## config.mk

```make
export PLATFORM = sky130hd
export DESIGN_NAME = pov_frame_mapper_flat
export DESIGN_NICKNAME = d
export VERILOG_FILES = /design/src/rtl/pov_pkg.sv /design/src/rtl/pov_frame_mapper_if.sv /design/src/rtl/pov_frame_sequencer.sv /design/src/rtl/pov_frame_mapper.sv /design/src/flat_wrapper.sv
export SDC_FILE = /design/constraint.sdc
export NUM_CORES = 1
export LEC_CHECK = 0
export ABC_CLOCK_PERIOD_IN_PS = 6300
export CAP_MARGIN = 10
export CORE_MARGIN = 4
export CORE_UTILIZATION = 49
export DETAILED_ROUTE_END_ITERATION = 12
export PLACE_DENSITY = 0.77
export SYNTH_ARGS = -nofsm -noshare
export SYNTH_HDL_FRONTEND = slang
export SYNTH_HIERARCHICAL = 1
export SYNTH_SLANG_ARGS = --single-unit
export TNS_END_PERCENT = 1
```

## constraint.sdc

```tcl
create_clock -name clk -period 6.3 [get_ports clk]
set_clock_uncertainty 0.1 [all_clocks]
set_input_delay 0.63 -clock clk [delete_from_list [all_inputs] [get_ports clk]]
set_output_delay 0.63 -clock clk [all_outputs]
set_load 0.01 [all_outputs]
```

## src/rtl/pov_pkg.sv

```systemverilog
// Shared types, mode encodings, width helpers and the brightness scaler
// used by the POV frame mapper and its sequencer.
package pov_pkg;

   localparam int DEF_LED_COUNT  = 52;
   localparam int DEF_TEX_WIDTH  = 64;
   localparam int DEF_THETA_BITS = 6;
   localparam int DEF_NUM_FRAMES = 30;
   localparam int DEF_CHANNELS   = 2;

   typedef enum logic [1:0] {
      MODE_LOOP     = 2'b00,
      MODE_ONESHOT  = 2'b01,
      MODE_PINGPONG = 2'b10,
      MODE_HOLD     = 2'b11
   } mode_e;

   typedef struct packed {
      logic [7:0] g;
      logic [7:0] r;
      logic [7:0] b;
   } pixel_t;

   function automatic int min_width(input int n);
      return (n > 1) ? $clog2(n) : 1;
   endfunction

   function automatic int frame_size(input int leds, input int cols);
      return leds * cols;
   endfunction

   function automatic int px_width(input int leds);
      return min_width(leds);
   endfunction

   function automatic int fidx_width(input int frames);
      return min_width(frames);
   endfunction

   function automatic int rom_aw(input int leds, input int cols, input int frames);
      return min_width(frame_size(leds, cols) * frames);
   endfunction

   // Multiplying by brightness+1 makes 255 an exact passthrough and 0 a blackout.
   function automatic logic [7:0] scale8(input logic [7:0] v, input logic [7:0] b);
      logic [16:0] prod;
      prod = 17'(v) * (17'(b) + 17'd1);
      return 8'(prod >> 8);
   endfunction

   function automatic pixel_t scale_pixel(input pixel_t p, input logic [7:0] b);
      pixel_t o;
      o.g = scale8(p.g, b);
      o.r = scale8(p.r, b);
      o.b = scale8(p.b, b);
      return o;
   endfunction

endpackage

```

## src/rtl/pov_frame_mapper_if.sv

```systemverilog
// Texture ROM port plus per-channel LED request and pixel return bus.
interface pov_frame_mapper_if #(
   parameter int CHANNELS = 2,
   parameter int PXW      = 6,
   parameter int ROM_AW   = 17
);

   logic [CHANNELS*PXW-1:0] px_num;
   logic [ROM_AW-1:0]       rom_addr;
   logic [23:0]             rom_data;
   logic [CHANNELS*24-1:0]  pix_data;
   logic [CHANNELS-1:0]     pix_valid;

   modport master (
      input  px_num,
      input  rom_data,
      output rom_addr,
      output pix_data,
      output pix_valid
   );

   modport slave (
      output px_num,
      output rom_data,
      input  rom_addr,
      input  pix_data,
      input  pix_valid
   );

endinterface

```

## src/rtl/pov_frame_sequencer.sv

```systemverilog
// Animation frame sequencer: frame timer, step/tick advance and the four
// playback modes, including the ping-pong direction state.
module pov_frame_sequencer import pov_pkg::*; #(
   parameter int NUM_FRAMES = DEF_NUM_FRAMES,
   parameter int FIDX_W     = fidx_width(NUM_FRAMES)
) (
   input  logic              clk,
   input  logic              reset,
   input  logic [31:0]       frame_period,
   input  logic [1:0]        mode,
   input  logic              play,
   input  logic              step,
   output logic [FIDX_W-1:0] frame_idx,
   output logic              done
);

   typedef enum logic {DIR_UP, DIR_DOWN} dir_e;

   localparam logic [FIDX_W-1:0] LAST    = FIDX_W'(NUM_FRAMES - 1);
   localparam logic [FIDX_W-1:0] IDX_ONE = FIDX_W'(1);

   mode_e             cur_mode;
   dir_e              dir, dir_nxt;
   logic [31:0]       timer, timer_nxt;
   logic [FIDX_W-1:0] idx_nxt;
   logic              tick, advance;

   assign cur_mode = mode_e'(mode);
   assign done     = (cur_mode == MODE_ONESHOT) && (frame_idx == LAST);

   always_ff @(posedge clk) begin
      if (!reset) begin
         timer     <= '0;
         frame_idx <= '0;
         dir       <= DIR_UP;
      end else begin
         timer     <= timer_nxt;
         frame_idx <= idx_nxt;
         dir       <= dir_nxt;
      end
   end

   // Outside ping-pong the direction is parked at UP so entering mode 10 always climbs first.
   always_comb begin
      tick      = 1'b0;
      timer_nxt = timer;
      idx_nxt   = frame_idx;
      dir_nxt   = (cur_mode == MODE_PINGPONG) ? dir : DIR_UP;
      if (play && (frame_period != 32'd0)) begin
         if (timer >= frame_period - 32'd1) begin
            tick      = 1'b1;
            timer_nxt = '0;
         end else begin
            timer_nxt = timer + 32'd1;
         end
      end
      advance = tick || (step && !play);
      if (advance && (NUM_FRAMES > 1)) begin
         unique case (cur_mode)
            MODE_LOOP:     idx_nxt = (frame_idx >= LAST) ? '0 : frame_idx + IDX_ONE;
            MODE_ONESHOT:  idx_nxt = (frame_idx >= LAST) ? LAST : frame_idx + IDX_ONE;
            MODE_PINGPONG: begin
               if (dir == DIR_UP) begin
                  if (frame_idx >= LAST) begin
                     idx_nxt = frame_idx - IDX_ONE;
                     dir_nxt = DIR_DOWN;
                  end else begin
                     idx_nxt = frame_idx + IDX_ONE;
                  end
               end else begin
                  if (frame_idx == '0) begin
                     idx_nxt = IDX_ONE;
                     dir_nxt = DIR_UP;
                  end else begin
                     idx_nxt = frame_idx - IDX_ONE;
                  end
               end
            end
            MODE_HOLD:     idx_nxt = frame_idx;
         endcase
      end
   end

endmodule

```

## src/rtl/pov_frame_mapper.sv

```systemverilog
// Multi-arm POV texture mapper: round-robin ROM arbitration, address
// generation with revolution-synchronous frame swap, and brightness scaling.
module pov_frame_mapper import pov_pkg::*; #(
   parameter int LED_COUNT   = DEF_LED_COUNT,
   parameter int TEX_WIDTH   = DEF_TEX_WIDTH,
   parameter int THETA_BITS  = DEF_THETA_BITS,
   parameter int NUM_FRAMES  = DEF_NUM_FRAMES,
   parameter int CHANNELS    = DEF_CHANNELS,
   parameter int ROM_LATENCY = 1,
   parameter int SYNC_SWAP   = 1,
   parameter int PXW         = px_width(LED_COUNT),
   parameter int FIDX_W      = fidx_width(NUM_FRAMES),
   parameter int ROM_AW      = rom_aw(LED_COUNT, TEX_WIDTH, NUM_FRAMES)
) (
   input  logic                  clk,
   input  logic                  reset,
   input  logic [THETA_BITS-1:0] theta,
   input  logic [THETA_BITS-1:0] theta_offset,
   input  logic [31:0]           frame_period,
   input  logic [1:0]            mode,
   input  logic                  play,
   input  logic                  step,
   input  logic [7:0]            brightness,
   pov_frame_mapper_if.master    bus,
   output logic [FIDX_W-1:0]     frame_idx,
   output logic                  done
);

   localparam int FRAME_SIZE = frame_size(LED_COUNT, TEX_WIDTH);
   localparam int CSW        = min_width(CHANNELS);
   localparam int COL_STEP   = TEX_WIDTH / CHANNELS;

   logic [CSW-1:0]        ch_sel;
   logic [THETA_BITS-1:0] prev_theta, col;
   logic [FIDX_W-1:0]     disp_idx, disp_eff;
   logic [PXW-1:0]        px_raw, px_clamped;
   logic [ROM_AW-1:0]     addr;
   logic                  wrap;
   logic [CSW-1:0]        tag_pipe [ROM_LATENCY+1];
   logic [ROM_LATENCY:0]  vld_pipe;

   pov_frame_sequencer #(
      .NUM_FRAMES (NUM_FRAMES),
      .FIDX_W     (FIDX_W)
   ) u_seq (
      .clk          (clk),
      .reset        (reset),
      .frame_period (frame_period),
      .mode         (mode),
      .play         (play),
      .step         (step),
      .frame_idx    (frame_idx),
      .done         (done)
   );

   // The wrap sample itself already addresses the new frame.
   assign wrap     = theta < prev_theta;
   assign disp_eff = (SYNC_SWAP != 0) ? (wrap ? frame_idx : disp_idx) : frame_idx;

   always_comb begin
      px_raw     = bus.px_num[ch_sel*PXW +: PXW];
      px_clamped = (32'(px_raw) >= 32'(LED_COUNT)) ? PXW'(LED_COUNT - 1) : px_raw;
      col        = theta + theta_offset + THETA_BITS'(32'(ch_sel) * COL_STEP);
      addr       = ROM_AW'(disp_eff) * ROM_AW'(FRAME_SIZE)
                 + ROM_AW'(px_clamped) * ROM_AW'(TEX_WIDTH)
                 + ROM_AW'(col);
   end

   // Channel tag and valid travel alongside the ROM read so returns land in the right slice.
   always_ff @(posedge clk) begin
      if (!reset) begin
         ch_sel        <= '0;
         prev_theta    <= '0;
         disp_idx      <= '0;
         bus.rom_addr  <= '0;
         vld_pipe      <= '0;
         bus.pix_data  <= '0;
         bus.pix_valid <= '0;
         for (int i = 0; i <= ROM_LATENCY; i++) tag_pipe[i] <= '0;
      end else begin
         ch_sel       <= (ch_sel == CSW'(CHANNELS - 1)) ? '0 : ch_sel + CSW'(1);
         prev_theta   <= theta;
         if ((SYNC_SWAP != 0) && wrap) disp_idx <= frame_idx;
         bus.rom_addr <= addr;
         vld_pipe[0]  <= 1'b1;
         tag_pipe[0]  <= ch_sel;
         for (int i = 1; i <= ROM_LATENCY; i++) begin
            vld_pipe[i] <= vld_pipe[i-1];
            tag_pipe[i] <= tag_pipe[i-1];
         end
         bus.pix_valid <= '0;
         if (vld_pipe[ROM_LATENCY]) begin
            bus.pix_valid[tag_pipe[ROM_LATENCY]] <= 1'b1;
            bus.pix_data[tag_pipe[ROM_LATENCY]*24 +: 24] <= scale_pixel(pixel_t'(bus.rom_data), brightness);
         end
      end
   end

endmodule

```

## src/flat_wrapper.sv

```systemverilog
// flat-port wrapper written by rule: the top's interface ports become plain ports
module pov_frame_mapper_flat import pov_pkg::*;
#(
   parameter int LED_COUNT   = DEF_LED_COUNT,
   parameter int TEX_WIDTH   = DEF_TEX_WIDTH,
   parameter int THETA_BITS  = DEF_THETA_BITS,
   parameter int NUM_FRAMES  = DEF_NUM_FRAMES,
   parameter int CHANNELS    = DEF_CHANNELS,
   parameter int ROM_LATENCY = 1,
   parameter int SYNC_SWAP   = 1,
   parameter int PXW         = px_width(LED_COUNT),
   parameter int FIDX_W      = fidx_width(NUM_FRAMES),
   parameter int ROM_AW      = rom_aw(LED_COUNT, TEX_WIDTH, NUM_FRAMES)
)
  (clk, reset, theta, theta_offset, frame_period, mode, play, step, brightness, frame_idx, done, bus_px_num, bus_rom_data, bus_rom_addr, bus_pix_data, bus_pix_valid);
  pov_frame_mapper_if #(.CHANNELS(CHANNELS), .PXW(PXW), .ROM_AW(ROM_AW)) bus_i ();
  input  logic clk;
  input  logic reset;
  input  logic [THETA_BITS-1:0] theta;
  input  logic [THETA_BITS-1:0] theta_offset;
  input  logic [31:0] frame_period;
  input  logic [1:0] mode;
  input  logic play;
  input  logic step;
  input  logic [7:0] brightness;
  output logic [FIDX_W-1:0] frame_idx;
  output logic done;
  input wire logic [$bits(bus_i.px_num)-1:0] bus_px_num;
  input wire logic [$bits(bus_i.rom_data)-1:0] bus_rom_data;
  output wire logic [$bits(bus_i.rom_addr)-1:0] bus_rom_addr;
  output wire logic [$bits(bus_i.pix_data)-1:0] bus_pix_data;
  output wire logic [$bits(bus_i.pix_valid)-1:0] bus_pix_valid;
  assign bus_i.px_num = bus_px_num;
  assign bus_i.rom_data = bus_rom_data;
  assign bus_rom_addr = bus_i.rom_addr;
  assign bus_pix_data = bus_i.pix_data;
  assign bus_pix_valid = bus_i.pix_valid;
  pov_frame_mapper #(.LED_COUNT(LED_COUNT), .TEX_WIDTH(TEX_WIDTH), .THETA_BITS(THETA_BITS), .NUM_FRAMES(NUM_FRAMES), .CHANNELS(CHANNELS), .ROM_LATENCY(ROM_LATENCY), .SYNC_SWAP(SYNC_SWAP), .PXW(PXW), .FIDX_W(FIDX_W), .ROM_AW(ROM_AW)) u_core (.clk(clk), .reset(reset), .theta(theta), .theta_offset(theta_offset), .frame_period(frame_period), .mode(mode), .play(play), .step(step), .brightness(brightness), .bus(bus_i), .frame_idx(frame_idx), .done(done));
endmodule
```

## Word-level counts from Yosys, hierarchy flattened

Memories as Yosys holds them, arrays and structs flattened.
Cells that the tools add are included.

| word-level totals | value |
|---|---|
| logic and storage cells | 83 |
| bits of input ports | 94 |
| bits in writable memories | 2 |
| output and inout bits | 73 |
| memories kept | 1 |
| flip-flop bits (word level) | 119 |

| operators by class | value |
|---|---|
| bitwise logic cells | 4 |
| reduce and logical (&&, ||, !) cells | 12 |
| multiplexer cells | 25 |
| multiply operators | 6 |
| shift operators | 3 |
| $add $sub $neg | 11 |
| equal/unequal tests | 4 |
| $lt $le $gt $ge | 6 |

Memory list:

| name | words | width | rd ports | clocked after memory_dff | write ports | line | RTL |
|---|---|---|---|---|---|---|---|
| u_core.tag_pipe | 2 | 1 | 2 | 0 | 2 | pov_frame_mapper.sv:39 | `logic [CSW-1:0] tag_pipe [ROM_LATENCY+1];` |

Operator list:

| operator | number |
|---|---|
| multiplier 8 x 17 -> 16 bit | 3 |
| bitwise mux 48 bit | 1 |
| variable shift 24 x 34 -> 48 bit (first input constant) | 1 |
| variable part select 24 x 34 -> 48 bit | 1 |
| negation 6 -> 34 bit | 1 |
| adder 32 x 1 -> 32 bit (second input constant) | 1 |
| greater-or-equal comparator 32 bit | 1 |
| 2-to-1 mux 32 bit | 1 |
| nonzero test 32 bit | 1 |
| subtractor 32 x 1 -> 32 bit (second input constant) | 1 |
| 2-to-1 mux 5 bit | 6 |
| adder 17 x 12 -> 17 bit | 1 |
| adder 17 x 6 -> 17 bit | 1 |
| case mux 5 bit (3 select lines) | 1 |
| 2-to-1 mux 1 bit | 14 |
| adder 6 bit | 2 |
| variable part select 12 x 5 -> 6 bit | 1 |
| adder 8 x 1 -> 9 bit (second input constant) | 1 |
| multiplier 5 x 4 -> 9 bit (second input constant) | 1 |
| greater-or-equal comparator 6 bit (second input constant) | 1 |
| less-than comparator 6 bit | 1 |
| multiplier 1 x 2 -> 3 bit (second input constant) | 2 |
| 2-to-1 mux 6 bit | 1 |
| adder 5 x 1 -> 5 bit (second input constant) | 1 |
| 18 further kinds | 25 |

## Depth between registers and ports, before layout

Gate-level depths: netlist of run 1.

| depth | value |
|---|---|
| depth after elaboration | 6 |
| mapped depth | 20 |

## Hierarchy

Netlist of run 1, hierarchy kept.

Modules (own cells, without submodules):

| module | cells an instance | seq. area each (um^2) | area each (um^2) | times used |
|---|---|---|---|---|
| pov_frame_mapper | 1101 | 1661.6 | 10013.4 | 1 |
| pov_frame_sequencer | 434 | 760.7 | 3528.4 | 1 |

## Worst setup path after synthesis of run 1

OpenSTA, ideal clock, no wires.

| timing | value |
|---|---|
| kind | input-to-reg |
| start | in brightness[0] |
| end | reg u_core.bus.pix_data[45] |
| arrival time | 5.280 ns |
| slack | 0.792 ns |
| library setup time | 0.129 ns |
| stages on the path | 19 |
| cell sequence | clkbuf_1 nand3_1 xnor2_1 clkbuf_1 nand2_1 fa_1 fa_1 inv_1 fa_1 inv_1 fa_1 inv_1 ha_1 or4_1 a21o_1 nand3_1 or3b_1 xnor2_1 o21ai_1 |

| between the ends | value |
|---|---|
| cells in the longest elaborated chain, start to end | 4 |
| elaborated cells on any way between the ends | 6 |
| classes of those cells | add/sub: 1; mul: 3; shift: 1; mux: 1 |

RTL lines:

| element | line | RTL |
|---|---|---|
| start, declared | flat_wrapper.sv:25 | `input logic [7:0] brightness;` |
| adder 8 x 1 -> 9 bit (*) | pov_pkg.sv:47 | `prod = 17'(v) * (17'(b) + 17'd1);` |
| multiplier 8 x 17 -> 16 bit | pov_pkg.sv:47 |  |
| variable part select 24 x 34 -> 48 bit (*) | pov_frame_mapper.sv:94 | `bus.pix_data[tag_pipe[ROM_LATENCY]*24 +: 24] <= scale_pixel(pixel_t'(bus.rom_data), brightness);` |
| bitwise mux 48 bit (*) | pov_frame_mapper.sv:94 |  |
| end signal, assigned by index | pov_frame_mapper.sv:94 |  |
| end, declared | pov_frame_mapper_if.sv:18 | `output pix_data,` |

Every way passes the cells marked *; elsewhere a longest branch is shown, timed or not.
A chain may end at the register's enable or synchronous reset.

## Final worst setup path of run 1

| timing | value |
|---|---|
| start | in brightness[0] |
| end | reg u_core.bus.pix_data[30] |

Same word-level chain as after synthesis.

==> impl_metrics.py, run 1 <==
metrics = {
    "drt": {
        "first_pass_iters": 6,
        "routed_via_density": 5.34,
        "antenna_left": 0,
        "drt-total-wl_mm": 33.8,
        "post_drt_wl_per_cell_um": 16.3,
        "drt_iter0_drc": 566,
        "via_count": 11100,
        "drc_errors": 0,
    },
    "sta": {
        "fmax_mhz": 172,
        "hold_ws_ps": 332,
        "fin_crit_ps": 5810,
        "maxSlewHeadroom_pct": 19.5,
        "timing.final.max_slew_violations": 0,
        "setup-violations-final": 0,
        "fin_crit_sh_pct": 92.2,
        "rsz0062_at_grt": "false",
        "hold_viol_final": 0,
        "worstMarginPinSlew_ps": 1210,
        "tns_ps": 0,
    },
    "place": {
        "hpwl_mm": 26.7,
        "portBuffers": 166,
        "globalplace.congestion": 0.879,
        "dpl.cell_count": 2050,
    },
    "synth": {
        "yosys-top-cells-area": "fa_1 18%, dfxtp_1 18%, ha_1 16%, and2_1 7.1%, inv_1 5.5%",
        "synth-compound-area-share_pct": 9.40,
        "synthAdderAreaFrac_pct": 34.1,
        "post_synth.cell_area_avg_um2": 8.82,
        "syn-num-nets": 1924,
        "synth_common_cells": "200 x inv_1, 171 x ha_1, 153 x and2_1",
        "synth_most_common_cell": "inv_1",
        "ys_seq_elements": 121,
        "ys_seq_area_share_pct": 17.9,
        "synth_top_area_cell": "fa_1",
        "synth_cell_types": 76,
        "synth_top_area_share_pct": 18.3,
        "netlist_area_mm2": 0.0135,
        "postSynthCellCount": 1535,
        "synth-simple-area-share_pct": 22.5,
        "synth-xor-area-share_pct": 8.07,
        "async_flop_share_pct": 0,
        "synth_edf_count": 0,
        "synth_top_family_by_area": "adder cells",
        "synth_warnings": 6,
        "muxShareOfSynthArea_pct": 1.07,
        "synth_flop_cell": "dfxtp_1",
    },
    "finish": {
        "area_growth_pct": 20.2,
        "diodes": 0,
        "finalNonFillerCells": 2082,
        "drive_above_1_share_pct": 4.91,
        "final_nets": 2086,
        "fin_util_pct": 60.1,
    },
    "run_status": {
        "status": "finished clean",
    },
    "setup_path": {
        "r2r-start": "u_core/prev_theta[3]",
        "crit_type": "input port to register",
        "cp.arrival_ps": 5980,
        "cp-start-kind": "input port",
        "max_stage_delay_ps": 550,
        "reg2reg_slack_ps": 1990,
        "cp.buffers_inverters": 4,
        "cp_common_cell": "fa_1",
        "path_cells": "clkdlybuf4s50_1, ha_1, nand3_1, xnor2_1, buf_12, and2_1, fa_1, fa_1, fa_1, inv_1, fa_1, inv_1, ha_1, a21o_1, a21oi_1, o21ai_1, a221oi_1, xor2_1, o21ai_1",
        "crit_fanout": 24,
        "rr_endpoint": "u_core/bus.rom_addr[16]",
        "critPathCaptureType": "register",
        "slowest_stage": "fa_1",
        "cp_top_family": "adder cells",
        "rr_worst_depth": 17,
        "required_ps": 6480,
    },
    "floorplanning": {
        "io_pins": 167,
        "die_y_um": 174,
        "rows": 60,
        "dieArea_mm2": 0.0304,
        "start_util_pct": 50.0,
        "dieWidth_um": 174,
        "core_area_mm2": 0.0271,
    },
    "clock_tree": {
        "cts_setup_buffers": 0,
        "clock_latency_ps": 410,
        "h-tree-depth": 4,
        "cts_tree": "built",
        "cts.clk_slew.worst_paths_ps": 60,
        "cts-root-buf": "clkbuf_16",
        "clock_path_buffers": 2,
        "cts_made_buffers": 17,
        "ctsHoldBuffers": 0,
        "ctsResizeCount": 0,
        "cts_sinks": 121,
    },
    "worst_hold_path": {
        "min_from": "u_core/vld_pipe[0]",
        "hp-class": "register to register",
        "whs_endpoint": "u_core/vld_pipe[1]",
        "worstHoldPathCells": 1,
    },
    "job": {
        "maxCapViolCount": 0,
    },
    "power": {
        "p_leak_nw": 7.33,
        "max-vdd-ir-drop_uv": 221,
        "power_mw": 4.26,
        "power_density_mw_per_mm2": 261,
    },
    "grt": {
        "grt_usage_pct": 22.4,
        "grt_max_degree": 32,
        "overflow": 0,
        "grt_pass1_wl_mm": 56.6,
        "antenna_found_initial": 0,
        "first_global_vias": 11500,
    },
}
## cell families (layout without fill, tap and decap cells)
family,after synthesis,after routing
multiplexers,14,14
XOR/XNOR,118,118
flip-flops,121,121
AO/OA/AOI/OAI,187,187
buffers and inverters,243,418
AND/OR/NAND/NOR,557,557
adder cells (fa/ha/maj),295,295
## power by group
| group | switching (mW) | internal [mW] |
|---|---|---|
| clock network | 0.386 | 0.592 |
| registers | 0.0435 | 0.836 |
| logic | 1.38 | 1.02 |
## layout make-up
type                    instances  area [um^2]
well taps                     372          465
repair buffers                186         1860
clock buffers                  17          425
clock inverters                15          168
inverters                     200          751
fillers                      2310        10800
multi-input cells            1171        10200
flip-flops and latches        121         2420
## metrics by stage
stage	setup WS (ps)	area [um^2]
CTS	496	16300
finish	493	16300
global route	222	16300
detailed placement	57.3	15700
global placement	207	15700
floorplan	792	13500
## flip-flops by register name, indices dropped and copies added (netlist names)
signal	cells
u_core/u_seq/frame_idx	5
u_core/prev_theta	6
u_core/disp_idx	5
u_core/u_seq/dir	1
u_core/bus.pix_data	48
u_core/ch_sel	1
u_core/bus.pix_valid	2
u_core/tag_pipe	2
u_core/bus.rom_addr	17
u_core/vld_pipe	2
u_core/u_seq/timer	32
## layout by cell type (no fill, tap or decap), drive strengths merged, types with 44 or more instances in the layout
master,count
fa,124
and2,153
nand2,118
nor2,95
dfxtp,121
ha,171
o21ai,44
xnor2,84
inv,206
nor2b,47
a21oi,49
clkdlybuf4s50,166
## worst max path at each step
stage	from	end	slack, ps	cells past startpoint
floorplan	brightness[0]	u_core/bus.pix_data[45]	790	19
global placement	brightness[0]	u_core/bus.pix_data[30]	210	20
detailed placement	brightness[0]	u_core/bus.pix_data[30]	60	19
CTS	brightness[0]	u_core/bus.pix_data[30]	500	19
global route	brightness[0]	u_core/bus.pix_data[30]	220	19
finish	brightness[0]	u_core/bus.pix_data[30]	490	19
## per-layer routing
layer | routed length, um | vias up | global-route usage [%]
met3 | 1830 | 55 | 4.76
met1 | 14800 | 5404 | 28.9
li1 | - | 5358 | -
met4 | 823 | 0 | 7.13
met5 | 0 | - | 0
met2 | 16400 | 293 | 37.8
Note: power is estimated with default switching activity, not from simulation.
==> run 2: changes to the inputs <==
PLACE_DENSITY = 0.78   (was 0.77)
==> impl_metrics.py, run 2 (synthesis gave the netlist of run 1 again) <==
metrics = {
    "setup_path": {
        "crit_type": "input port to register",
        "rr_worst_depth": 17,
        "cp-start-kind": "input port",
        "r2r-start": "u_core/prev_theta[3]",
        "rr_endpoint": "u_core/bus.rom_addr[16]",
        "reg2reg_slack_ps": 1920,
        "required_ps": 6510,
        "crit_fanout": 24,
        "cp.arrival_ps": 5950,
        "critPathCaptureType": "register",
    },
    "finish": {
        "largest_reg_flops": 48,
        "layout_common_cells": "200 x inv_1, 171 x ha_1, 166 x clkdlybuf4s50_1, 153 x and2_1, 124 x fa_1",
        "drive_above_1_share_pct": 4.97,
        "diodes": 0,
        "regArea_mm2": 0.00242,
        "multiInputGateArea_mm2": 0.0102,
        "n_fill_cell": 2368,
        "area_growth_pct": 20.4,
        "layout_commonest_cell": "inv_1",
        "reg.largest.list": "u_core/bus.pix_data (48), u_core/u_seq/timer (32), u_core/bus.rom_addr (17)",
        "top_register": "u_core/bus.pix_data",
        "final_nets": 2087,
    },
    "clock_tree": {
        "cts.clk_slew.worst_paths_ps": 60,
        "cts_setup_buffers": 0,
        "clock_latency_ps": 420,
        "cts_made_buffers": 17,
        "h-tree-depth": 4,
        "cts_tree": "built",
        "cts_sinks": 121,
        "ctsHoldBuffers": 0,
        "ctsResizeCount": 0,
        "clock_path_buffers": 2,
        "cts-root-buf": "clkbuf_16",
    },
    "sta": {
        "timing.final.max_slew_violations": 0,
        "tns_ps": 0,
        "worstMarginPinSlew_ps": 1200,
        "rsz0062_at_grt": "false",
        "setup-violations-final": 0,
        "hold_viol_final": 0,
        "fmax_mhz": 174,
        "maxSlewHeadroom_pct": 20.0,
        "fin_crit_sh_pct": 91.1,
        "fin_ws_ps": 559,
        "fin_crit_ps": 5740,
    },
    "floorplanning": {
        "rows": 60,
        "start_util_pct": 50.0,
        "die_y_um": 174,
        "dieArea_mm2": 0.0304,
        "io_pins": 167,
        "core_area_mm2": 0.0271,
        "dieWidth_um": 174,
    },
    "power": {
        "max-vdd-ir-drop_uv": 227,
        "power_density_mw_per_mm2": 260,
        "p_leak_nw": 7.33,
        "power_mw": 4.23,
    },
    "worst_hold_path": {
        "whs_endpoint": "u_core/tag_pipe[0][1]",
        "min_from": "u_core/tag_pipe[0][0]",
        "hp-class": "register to register",
        "worstHoldPathCells": 1,
    },
    "drt": {
        "post_drt_wl_per_cell_um": 16.2,
        "drt-total-wl_mm": 33.7,
        "drt_iter0_drc": 725,
        "antenna_left": 0,
        "drc_errors": 0,
        "first_pass_iters": 5,
        "via_count": 11200,
        "routed_via_density": 5.37,
    },
    "place": {
        "portBuffers": 166,
        "globalplace.congestion": 0.890,
        "pre_cts_ws_ps": 132,
        "hpwl_mm": 26.6,
    },
    "grt": {
        "antenna_found_initial": 0,
        "grt_usage_pct": 22.3,
        "overflow": 0,
        "grt_max_degree": 32,
        "grt_pass1_wl_mm": 56.6,
        "first_global_vias": 11600,
    },
    "run_status": {
        "status": "finished clean",
    },
    "job": {
        "maxCapViolCount": 0,
    },
}
run 2: cell count changes in the layout (fill, tap and decap cells not counted):
| cell | previous run | this run |
|---|---|---|
| clkinv_4 | 4 | 1 |
| clkinvlp_4 | 1 | 4 |
| bufinv_16 | 2 | 1 |
| clkbuf_8 | 0 | 1 |
| buf_4 | 16 | 14 |
| inv_6 | 5 | 6 |
| clkinv_2 | 2 | 1 |
| buf_12 | 4 | 7 |
run 2: metrics by stage:
stage                     utilization [%]  instances  instance area (um^2)  hold WS, ps
final                                60.2       2083                 16300          333
after global routing                 60.2       2083                 16300          363
after CTS                            60.2       2083                 16300          338
after detailed placement             58.0       2051                 15700          321
after global placement               58.0       2051                 15700          314
after floorplan                         -       1535                 13500          312
run 2: how the worst max path moves through the flow:
stage / to / slack, ps / startpoint / cells past startpoint
2_1_floorplan: u_core/bus.pix_data[45] / 790 / brightness[0] / 19
3_3_place_gp: u_core/bus.pix_data[0] / 230 / brightness[0] / 22
3_5_place_dp: u_core/bus.pix_data[45] / 130 / brightness[0] / 20
4_1_cts: u_core/bus.pix_data[0] / 580 / brightness[0] / 21
5_1_grt: u_core/bus.pix_data[0] / 240 / brightness[0] / 22
6_report: u_core/bus.pix_data[0] / 560 / brightness[0] / 21
run 2: worst max-delay path, stage by stage:
cell and delay (ps):
clkdlybuf4s50_1 530, ha_1 250, nand3_1 130, xnor2_1 260, buf_12 200, nand2_1 90, fa_1 480, fa_1 490
inv_1 50, fa_1 530, inv_1 50, fa_1 520, inv_1 50, ha_1 330, nand3_1 100, nor3_1 360
or2_1 250, xnor2_1 220, buf_4 180, mux2i_1 60, and2_1 180
run 2: where the power goes:
group	leakage, nW	switching (mW)	internal (mW)
Combinational	6.07	1.37	1.03
Sequential	0.985	0.0443	0.836
Clock	0.273	0.390	0.562
Total	7.33	1.80	2.43
run 2: area by class of cell:
cell class	count	share of cell area (%)
clock buffer	18	2.69
clock inverter	14	0.844
inverter	200	4.60
multi-input combinational	1171	62.5
sequential	121	14.9
tap	372	2.85
timing repair buffer	187	11.7
run 2: routing by layer:
metal | global-route usage [%] | vias up | routed length [um]
met2 | 38.2 | 303 | 16500
met4 | 5.84 | 0 | 605
met5 | 0 | - | 0
li1 | - | 5357 | -
met3 | 3.98 | 49 | 1660
met1 | 29.2 | 5484 | 14900
